`src/rtl/keypad_scan4x4_if.sv`:
```
// Keypad scanner bus: the keypad matrix lines plus the decoded key outputs.
//   master : the scanner. It samples KEY_COL and drives KEY_ROW, KEY_VALUE,
//            KEY_VALID and KEY_PRESSED.
//   slave  : the keypad/consumer side. It drives KEY_COL and sees the rest.
// KEY_COL  : column sense, active-low, asynchronous to the scanner clock.
// KEY_ROW  : row drive, one-hot active-low.
// KEY_VALUE: last accepted key code 0..F.
// KEY_VALID: one-cycle strobe meaning a new code is on KEY_VALUE.
// KEY_PRESSED: debounced key-held level.
interface keypad_scan4x4_if;
  logic [3:0] KEY_COL;
  logic [3:0] KEY_ROW;
  logic [3:0] KEY_VALUE;
  logic       KEY_VALID;
  logic       KEY_PRESSED;

  modport master (
    input  KEY_COL,
    output KEY_ROW, KEY_VALUE, KEY_VALID, KEY_PRESSED
  );

  modport slave (
    output KEY_COL,
    input  KEY_ROW, KEY_VALUE, KEY_VALID, KEY_PRESSED
  );
endinterface

```
`src/rtl/keypad_scan4x4.sv`:
```
// 4x4 matrix keypad scanner with debounce. It produces hex key codes 0..F for
// the seven-segment display path.
// Ports:
//   CLK_50M : system clock
//   RST_N   : asynchronous active-low reset
//   kp      : keypad_scan4x4_if.master. It carries KEY_COL in, and KEY_ROW,
//             KEY_VALUE, KEY_VALID and KEY_PRESSED out.
// Optional feature: define KEY_REPEAT_EN to enable auto-repeat while a key is
// held. The first repeat comes after REPEAT_DELAY scans. Later repeats come
// every REPEAT_RATE scans.
module keypad_scan4x4 #(
  parameter int SCAN_DIV       = 50000,
  parameter int DEBOUNCE_SCANS = 20,
  parameter int REPEAT_DELAY   = 500,
  parameter int REPEAT_RATE    = 100
) (
  input  logic                     CLK_50M,
  input  logic                     RST_N,
  keypad_scan4x4_if.master         kp
);

  localparam int DIV_W = $clog2(SCAN_DIV);
  localparam int CNT_W = $clog2(DEBOUNCE_SCANS + 1);

  if (SCAN_DIV < 4 || DEBOUNCE_SCANS < 1 || REPEAT_DELAY < 1 || REPEAT_RATE < 1) begin : g_cfg_err
    $error("keypad_scan4x4: SCAN_DIV>=4, DEBOUNCE_SCANS/REPEAT_* >= 1 required");
  end

  typedef enum logic [1:0] {IDLE, PRESS_DB, HELD, REL_DB} state_t;

  // column synchronizer. The reset value is flushed long before the first
  // sample, because a row is sampled only after SCAN_DIV-1 settle cycles.
  logic [3:0]       col_s1, col_s2;

  logic [DIV_W-1:0] div;
  logic [1:0]       row_idx;
  logic [3:0]       key_row;
  logic [15:0]      snapshot, snap_next;
  logic             tc, scan_done;

  state_t           state;
  logic [3:0]       cand;
  logic [CNT_W-1:0] cnt, cnt_inc;
  logic [3:0]       key_value;
  logic             key_valid, key_pressed;

  logic             snap_none, snap_single;
  logic [3:0]       snap_code;

  assign kp.KEY_ROW     = key_row;
  assign kp.KEY_VALUE   = key_value;
  assign kp.KEY_VALID   = key_valid;
  assign kp.KEY_PRESSED = key_pressed;

  always_ff @(posedge CLK_50M or negedge RST_N) begin
    if (!RST_N) begin
      col_s1 <= '0;
      col_s2 <= '0;
    end else begin
      col_s1 <= kp.KEY_COL;
      col_s2 <= col_s1;
    end
  end

  assign tc        = (div == DIV_W'(SCAN_DIV - 1));
  assign scan_done = tc && (row_idx == 2'd3);

  // Build the updated snapshot. The current row's slot is overwritten with the
  // inverted columns, so on scan_done this value holds the complete 16-key image.
  always_comb begin
    snap_next = snapshot;
    snap_next[{row_idx, 2'b00} +: 4] = ~col_s2;
  end

  always_comb begin
    snap_code = '0;
    for (int i = 0; i < 16; i++)
      if (snap_next[i]) snap_code = 4'(i);
  end

  assign snap_none   = (snap_next == '0);
  assign snap_single = $onehot(snap_next);

  always_ff @(posedge CLK_50M or negedge RST_N) begin
    if (!RST_N) begin
      div      <= '0;
      row_idx  <= '0;
      key_row  <= 4'b1110;
      snapshot <= '0;
    end else if (tc) begin
      div      <= '0;
      row_idx  <= row_idx + 2'd1;
      key_row  <= {key_row[2:0], key_row[3]};
      snapshot <= snap_next;
    end else begin
      div      <= div + 1'b1;
    end
  end

  assign cnt_inc = (cnt == CNT_W'(DEBOUNCE_SCANS)) ? cnt : cnt + 1'b1;

`ifdef KEY_REPEAT_EN
  localparam int RPT_MAX = (REPEAT_DELAY > REPEAT_RATE) ? REPEAT_DELAY : REPEAT_RATE;
  localparam int RPT_W   = $clog2(RPT_MAX + 1);
  logic [RPT_W-1:0] rpt_cnt;
  logic             rpt_first;   // still waiting for the initial delay
  logic             rpt_hit;
  assign rpt_hit = rpt_first ? (rpt_cnt == RPT_W'(REPEAT_DELAY - 1))
                             : (rpt_cnt == RPT_W'(REPEAT_RATE - 1));
`endif

  // The debounce FSM advances only on scan completion. The outputs are
  // registered, so an accept shows up on the cycle after scan_done.
  always_ff @(posedge CLK_50M or negedge RST_N) begin
    if (!RST_N) begin
      state       <= IDLE;
      cand        <= '0;
      cnt         <= '0;
      key_value   <= '0;
      key_valid   <= 1'b0;
      key_pressed <= 1'b0;
`ifdef KEY_REPEAT_EN
      rpt_cnt     <= '0;
      rpt_first   <= 1'b1;
`endif
    end else begin
      key_valid <= 1'b0;
      if (scan_done) begin
        case (state)
          IDLE: begin
            if (snap_single) begin
              cand <= snap_code;
              cnt  <= CNT_W'(1);
              if (DEBOUNCE_SCANS == 1) begin
                state       <= HELD;
                key_value   <= snap_code;
                key_valid   <= 1'b1;
                key_pressed <= 1'b1;
`ifdef KEY_REPEAT_EN
                rpt_cnt     <= '0;
                rpt_first   <= 1'b1;
`endif
              end else begin
                state <= PRESS_DB;
              end
            end
          end
          PRESS_DB: begin
            if (snap_single && snap_code == cand) begin
              cnt <= cnt_inc;
              if (cnt == CNT_W'(DEBOUNCE_SCANS - 1)) begin
                state       <= HELD;
                key_value   <= cand;
                key_valid   <= 1'b1;
                key_pressed <= 1'b1;
`ifdef KEY_REPEAT_EN
                rpt_cnt     <= '0;
                rpt_first   <= 1'b1;
`endif
              end
            end else if (snap_single) begin
              cand <= snap_code;
              cnt  <= CNT_W'(1);
            end else begin
              state <= IDLE;
              cnt   <= '0;
            end
          end
          HELD: begin
            // Only a full release leaves HELD. A second key has no effect
            // (no rollover).
            if (snap_none) begin
              cnt <= CNT_W'(1);
`ifdef KEY_REPEAT_EN
              rpt_cnt   <= '0;
              rpt_first <= 1'b1;
`endif
              if (DEBOUNCE_SCANS == 1) begin
                state       <= IDLE;
                key_pressed <= 1'b0;
              end else begin
                state <= REL_DB;
              end
            end
`ifdef KEY_REPEAT_EN
            else if (rpt_hit) begin
              key_valid <= 1'b1;
              rpt_cnt   <= '0;
              rpt_first <= 1'b0;
            end else begin
              rpt_cnt   <= rpt_cnt + 1'b1;
            end
`endif
          end
          REL_DB: begin
            if (snap_none) begin
              cnt <= cnt_inc;
              if (cnt == CNT_W'(DEBOUNCE_SCANS - 1)) begin
                state       <= IDLE;
                key_pressed <= 1'b0;
                cnt         <= '0;
              end
            end else begin
              state <= HELD;
              cnt   <= '0;
            end
          end
          default: state <= IDLE;
        endcase
      end
    end
  end

endmodule

```
`src/flat_wrapper.sv`:
```
// flat-port wrapper written by rule: the top's interface ports become plain ports
module keypad_scan4x4_flat 
#(
  parameter int SCAN_DIV       = 50000,
  parameter int DEBOUNCE_SCANS = 20,
  parameter int REPEAT_DELAY   = 500,
  parameter int REPEAT_RATE    = 100
)
  (CLK_50M, RST_N, kp_KEY_COL, kp_KEY_ROW, kp_KEY_VALUE, kp_KEY_VALID, kp_KEY_PRESSED);
  keypad_scan4x4_if kp_i ();
  input  logic CLK_50M;
  input  logic RST_N;
  input wire logic [$bits(kp_i.KEY_COL)-1:0] kp_KEY_COL;
  output wire logic [$bits(kp_i.KEY_ROW)-1:0] kp_KEY_ROW;
  output wire logic [$bits(kp_i.KEY_VALUE)-1:0] kp_KEY_VALUE;
  output wire logic [$bits(kp_i.KEY_VALID)-1:0] kp_KEY_VALID;
  output wire logic [$bits(kp_i.KEY_PRESSED)-1:0] kp_KEY_PRESSED;
  assign kp_i.KEY_COL = kp_KEY_COL;
  assign kp_KEY_ROW = kp_i.KEY_ROW;
  assign kp_KEY_VALUE = kp_i.KEY_VALUE;
  assign kp_KEY_VALID = kp_i.KEY_VALID;
  assign kp_KEY_PRESSED = kp_i.KEY_PRESSED;
  keypad_scan4x4 #(.SCAN_DIV(SCAN_DIV), .DEBOUNCE_SCANS(DEBOUNCE_SCANS), .REPEAT_DELAY(REPEAT_DELAY), .REPEAT_RATE(REPEAT_RATE)) u_core (.CLK_50M(CLK_50M), .RST_N(RST_N), .kp(kp_i));
endmodule
```
`config.mk`:
```
export PLATFORM = sky130hd
export DESIGN_NAME = keypad_scan4x4_flat
export DESIGN_NICKNAME = d
export VERILOG_FILES = /design/src/rtl/keypad_scan4x4_if.sv /design/src/rtl/keypad_scan4x4.sv /design/src/flat_wrapper.sv
export SDC_FILE = /design/constraint.sdc
export NUM_CORES = 1
export LEC_CHECK = 0
export ABC_AREA = 1
export BUFFER_PORTS_ARGS = -buffer_cell sky130_fd_sc_hd__buf_2
export CORE_UTILIZATION = 50
export DETAILED_ROUTE_END_ITERATION = 8
export GPL_TIMING_DRIVEN = 0
export PLACE_DENSITY_LB_ADDON = 0.2
export SYNTH_ARGS = -nofsm -noshare
export SYNTH_HDL_FRONTEND = slang
export SYNTH_SLANG_ARGS = --single-unit
```
`constraint.sdc`:
```
create_clock -name CLK_50M -period 9.1 [get_ports CLK_50M]
set_input_delay 0.455 -clock CLK_50M [delete_from_list [all_inputs] [get_ports CLK_50M]]
set_output_delay 0.455 -clock CLK_50M [all_outputs]
set_load 0.005 [all_outputs]
```
==> flow_summary_export.csv <==
group,metric,value,unit
outcome,outcome,"finished, final reports clean",
timing,final-hold-violation-count,0,
cts,tritoncts.num_buffers,9,
global_route,gr-usage-all-layers,0.208,
synth,yosys-mux-area-fraction,0,
global_route,pin_count_of_the_biggest_net_entering_global_routing,36,
final_layout,post_route_cells_drive_above_1_share,0.108,
critical_path,startpoint_to_endpoint_class_of_the_critical_path,"reg2reg",
floorplanning,core_area,7690,um^2
synth,synth.net_count,543,
final_layout,mostFrequentLayoutCells,"nand2_1, inv_1, dfrtp_1",
floorplanning,floorplan.die.width,91.0,um
synth,syn-cell-area,3960,um^2
global_route,grt_pass1_vias,3024,
final_layout,post_layout_nonfiller_instances,630,
timing,period_minus_slack,6.73,ns
global_route,gr-total-overflow,0,
floorplanning,die_height,91.0,um
critical_path,max_stage_delay,0.61,ns
critical_path,timing.critical_path.arrival,7.00,ns
cts,clock_path_buffers,2,
timing,slew_headroom,0.489,
power_and_ir_drop,power_frac_clock,0.451,
synth,post_synth_and_or_nand_nor_area_fraction,0.247,
timing,smallest_hold_slack,0.152,ns
detailed_routing,drc_errors,0,
cts,clkSlewWorstSetupHoldPaths,0.07,ns
synth,synthXorXnorAreaFrac,0.0133,
synth,synth_top_family_by_area,"simple AND/OR/NAND/NOR gates",
power_and_ir_drop,power,575,uW
critical_path,crit_path_top_delay_cell,"nor4_1",
detailed_routing,viasPerCell,4.90,
power_and_ir_drop,p_seq_frac,0.491,
final_layout,most_frequent_standard_cell_in_the_layout_excluding_fill_and_tap_cells,"nand2_1",
power_and_ir_drop,power_density,131,nW/um^2
synth,synthAdderAreaFrac,0.150,
power_and_ir_drop,vdd_ir_drop_max,0.148,mV
cts,holdBufCountCts,0,
critical_path,critical_path_peak_fanout,8,
cts,clock_latency_late_sink,0.34,ns
global_route,grt_pass1_wl,13700,um
power_and_ir_drop,total_leakage_power,0.00232,uW
detailed_routing,via_count,3090,
final_layout,nFillCells,735,
global_route,number_of_antenna_violations_at_the_first_check_in_global_routing,0,
synth,postSynthAreaPerCell,7.98,um^2
cts,cts-root-buf,"clkbuf_8",
critical_path,crit_top_cell,"fa_1",
synth,yosysWarnings,0,
power_and_ir_drop,switching_power,129,uW
timing,setup-violations-final,0,
critical_path,crit_path_cell_trace,"inv_2 > ha_1 > nor2_1 > nand2_1 > o22ai_1 > inv_1 > ha_1 > inv_1 > fa_1 > fa_1 > fa_1 > inv_1 > fa_1 > ha_1 > fa_1 > nor2_1 > nand3b_1 > a211oi_1 > nor2_1 > nor4_1 > o211ai_1 > a21oi_1 > nand2_1 > o21ai_0",
detailed_routing,routed_wl,7700,um
synth,synth.lib_cells_used.distinct,36,
critical_path,critical_path.startpoint,"u_core.row_idx[0]$_DFFE_PN0N_",
hold_path,worst_min_path_class,"in2async",
run,cap_viol_max_count,0,
floorplanning,io_pins,16,
final_layout,nets,570,
floorplanning,floorplan.rows,32,
detailed_routing,drt.antenna.violating_nets,0,
timing,grt_setup_unrepaired,"false",
power_and_ir_drop,netSwitchingFraction,0.224,
placed_design,dpl.hpwl,5920,um
timing,clock.fmax,149,MHz
detailed_routing,initialDrtViolationCount,132,
cts,ctsHtreeMaxLevel,3,
placed_design,quantity_of_i_o_buffers_inserted_on_ports,15,
timing,post-route-period-util,0.740,
floorplanning,initial_core_util,0.515,
placed_design,placement.setup.worst_slack,2.31,ns
synth,synth-compound-area-share,0.0938,
critical_path,r2r-start,"u_core.row_idx[0]$_DFFE_PN0N_",
detailed_routing,avgRoutedWirePerCell,12.2,um
critical_path,critPathLaunchType,"flip-flop",
timing,worst_tran_pin_value,0.759,ns
synth,ys_seq_area_frac,0.399,
synth,synthCells,496,
power_and_ir_drop,p_comb_frac,0.057,
power_and_ir_drop,internal_power,447,uW
placed_design,placed_cell_count,614,
critical_path,critical_path.endpoint_type,"flip-flop",
cts,post_cts.repair.setup_buffers,0,
floorplanning,dieArea,8280,um^2
detailed_routing,drt_pass1_iterations,4,
cts,clock_tree_from_tritoncts,"built",
timing,setup_ws,2.37,ns
critical_path,required,9.37,ns
synth,synth.ff_latch_count,63,
timing,maxSlewViolCount,0,
cts,cts_resized,0,
timing,setup_tns,0,ns
timing,finClkSkew,0.0121,ns
final_layout,antennaDiodeCount,0,
placed_design,gpl.final_weighted_congestion,0.887,
cts,clock_sink_count,63,
final_layout,layout-area-overhead-vs-synth,10.8,%
-- stage by stage --
| step | instance area, um^2 | util |
|---|---|---|
| 5_1_grt | 4390 | 0.571 |
| 2_1_floorplan | 3960 | - |
| 3_3_place_gp | 4160 | 0.542 |
| 4_1_cts | 4390 | 0.571 |
| 3_5_place_dp | 4180 | 0.544 |
| 6_report | 4390 | 0.571 |
-- logic make-up after synthesis --
kind of cell	Yosys count
simple gates	224
compound gates	60
buf+inv	102
fa+ha+maj	41
flops	63
xor+xnor	6
-- synth_stat cells, drive strengths merged --
cell      n  area (um^2)
clkbuf    4         15.0
o22ai     3         31.3
o211ai    1         7.51
a21boi    3         37.5
dfstp     3         78.8
nand4    10         68.8
a22oi     2         25.0
nor4      7         43.8
nand3    26          135
a31oi     1         6.26
o21a      1         7.51
nor2     48          195
inv      96          360
o31ai     1         7.51
xor2      6         52.6
dfrtp    60         1500
fa       11          220
nor3      9         45.0
a211oi    2         15.0
clkinv    2         7.51
a22o      1         8.76
nand3b    3         22.5
ha       30          375
nand2   121          467
a21oi    11         55.1
o21ai    34          170
-- final timing paths --
check,endpoint,slack (ns),depth (start not counted)
worst max-delay path,u_core.cnt[4]$_DFFE_PN0P_,2.37,24
min in group CLK_50M,u_core.col_s1[3]$_DFF_PN0_,0.22,1
max in group asynchronous,u_core.kp.KEY_ROW[1]$_DFFE_PN1N_,8.25,2
worst min register to register,u_core.col_s2[1]$_DFF_PN0_,0.34,0
worst max register to register,u_core.cnt[4]$_DFFE_PN0P_,2.37,24
worst min-delay path,u_core.kp.KEY_PRESSED$_DFFE_PN0P_,0.15,1
-- power groups by stage --
stage | Sequential (uW) | Clock, uW | Combinational [uW]
6_report | 283 | 260 | 33.0
3_3_place_gp | 288 | 0 | 31.9
4_1_cts | 283 | 265 | 34.0
5_1_grt | 283 | 278 | 38.9
3_5_place_dp | 288 | 0 | 33.9
2_1_floorplan | 288 | 0 | 20.5
-- state kept, by name, indices dropped and copies added (netlist names) --
name / cells
u_core.cand: 4
u_core.kp.KEY_VALUE: 4
u_core.cnt: 5
u_core.kp.KEY_PRESSED: 1
u_core.state: 2
u_core.col_s1: 4
u_core.snapshot: 16
u_core.col_s2: 4
u_core.kp.KEY_ROW: 4
u_core.row_idx: 2
u_core.div: 16
u_core.kp.KEY_VALID: 1
-- layer usage --
layer  GRT usage  vias up  wire length (um)
met5           0        -                 0
met4      0.0675        0                87
met3      0.0477        7               236
met2       0.338       39              3490
met1       0.274     1422              3890
li1            -     1622                 -
-- worst max-delay path: cells and delay by family, from the launching register on --
family          cells  cell delay (ns)
fa+ha+maj           8             3.34
simple gates        7             1.39
compound gates      5             1.16
flops               1             0.44
buf+inv             4             0.34
-- layout make-up --
class	count	area, um^2	area share
clock inverter	4	70.1	0.0160
inverter	98	368	0.0838
clock buffer	12	135	0.0308
tap	102	128	0.0291
multi-input combinational	331	2000	0.455
timing repair buffer	16	95.1	0.0217
sequential	63	1580	0.360
buffer	4	15.0	0.00342
No activity file was read; power rests on OpenSTA's default activity.
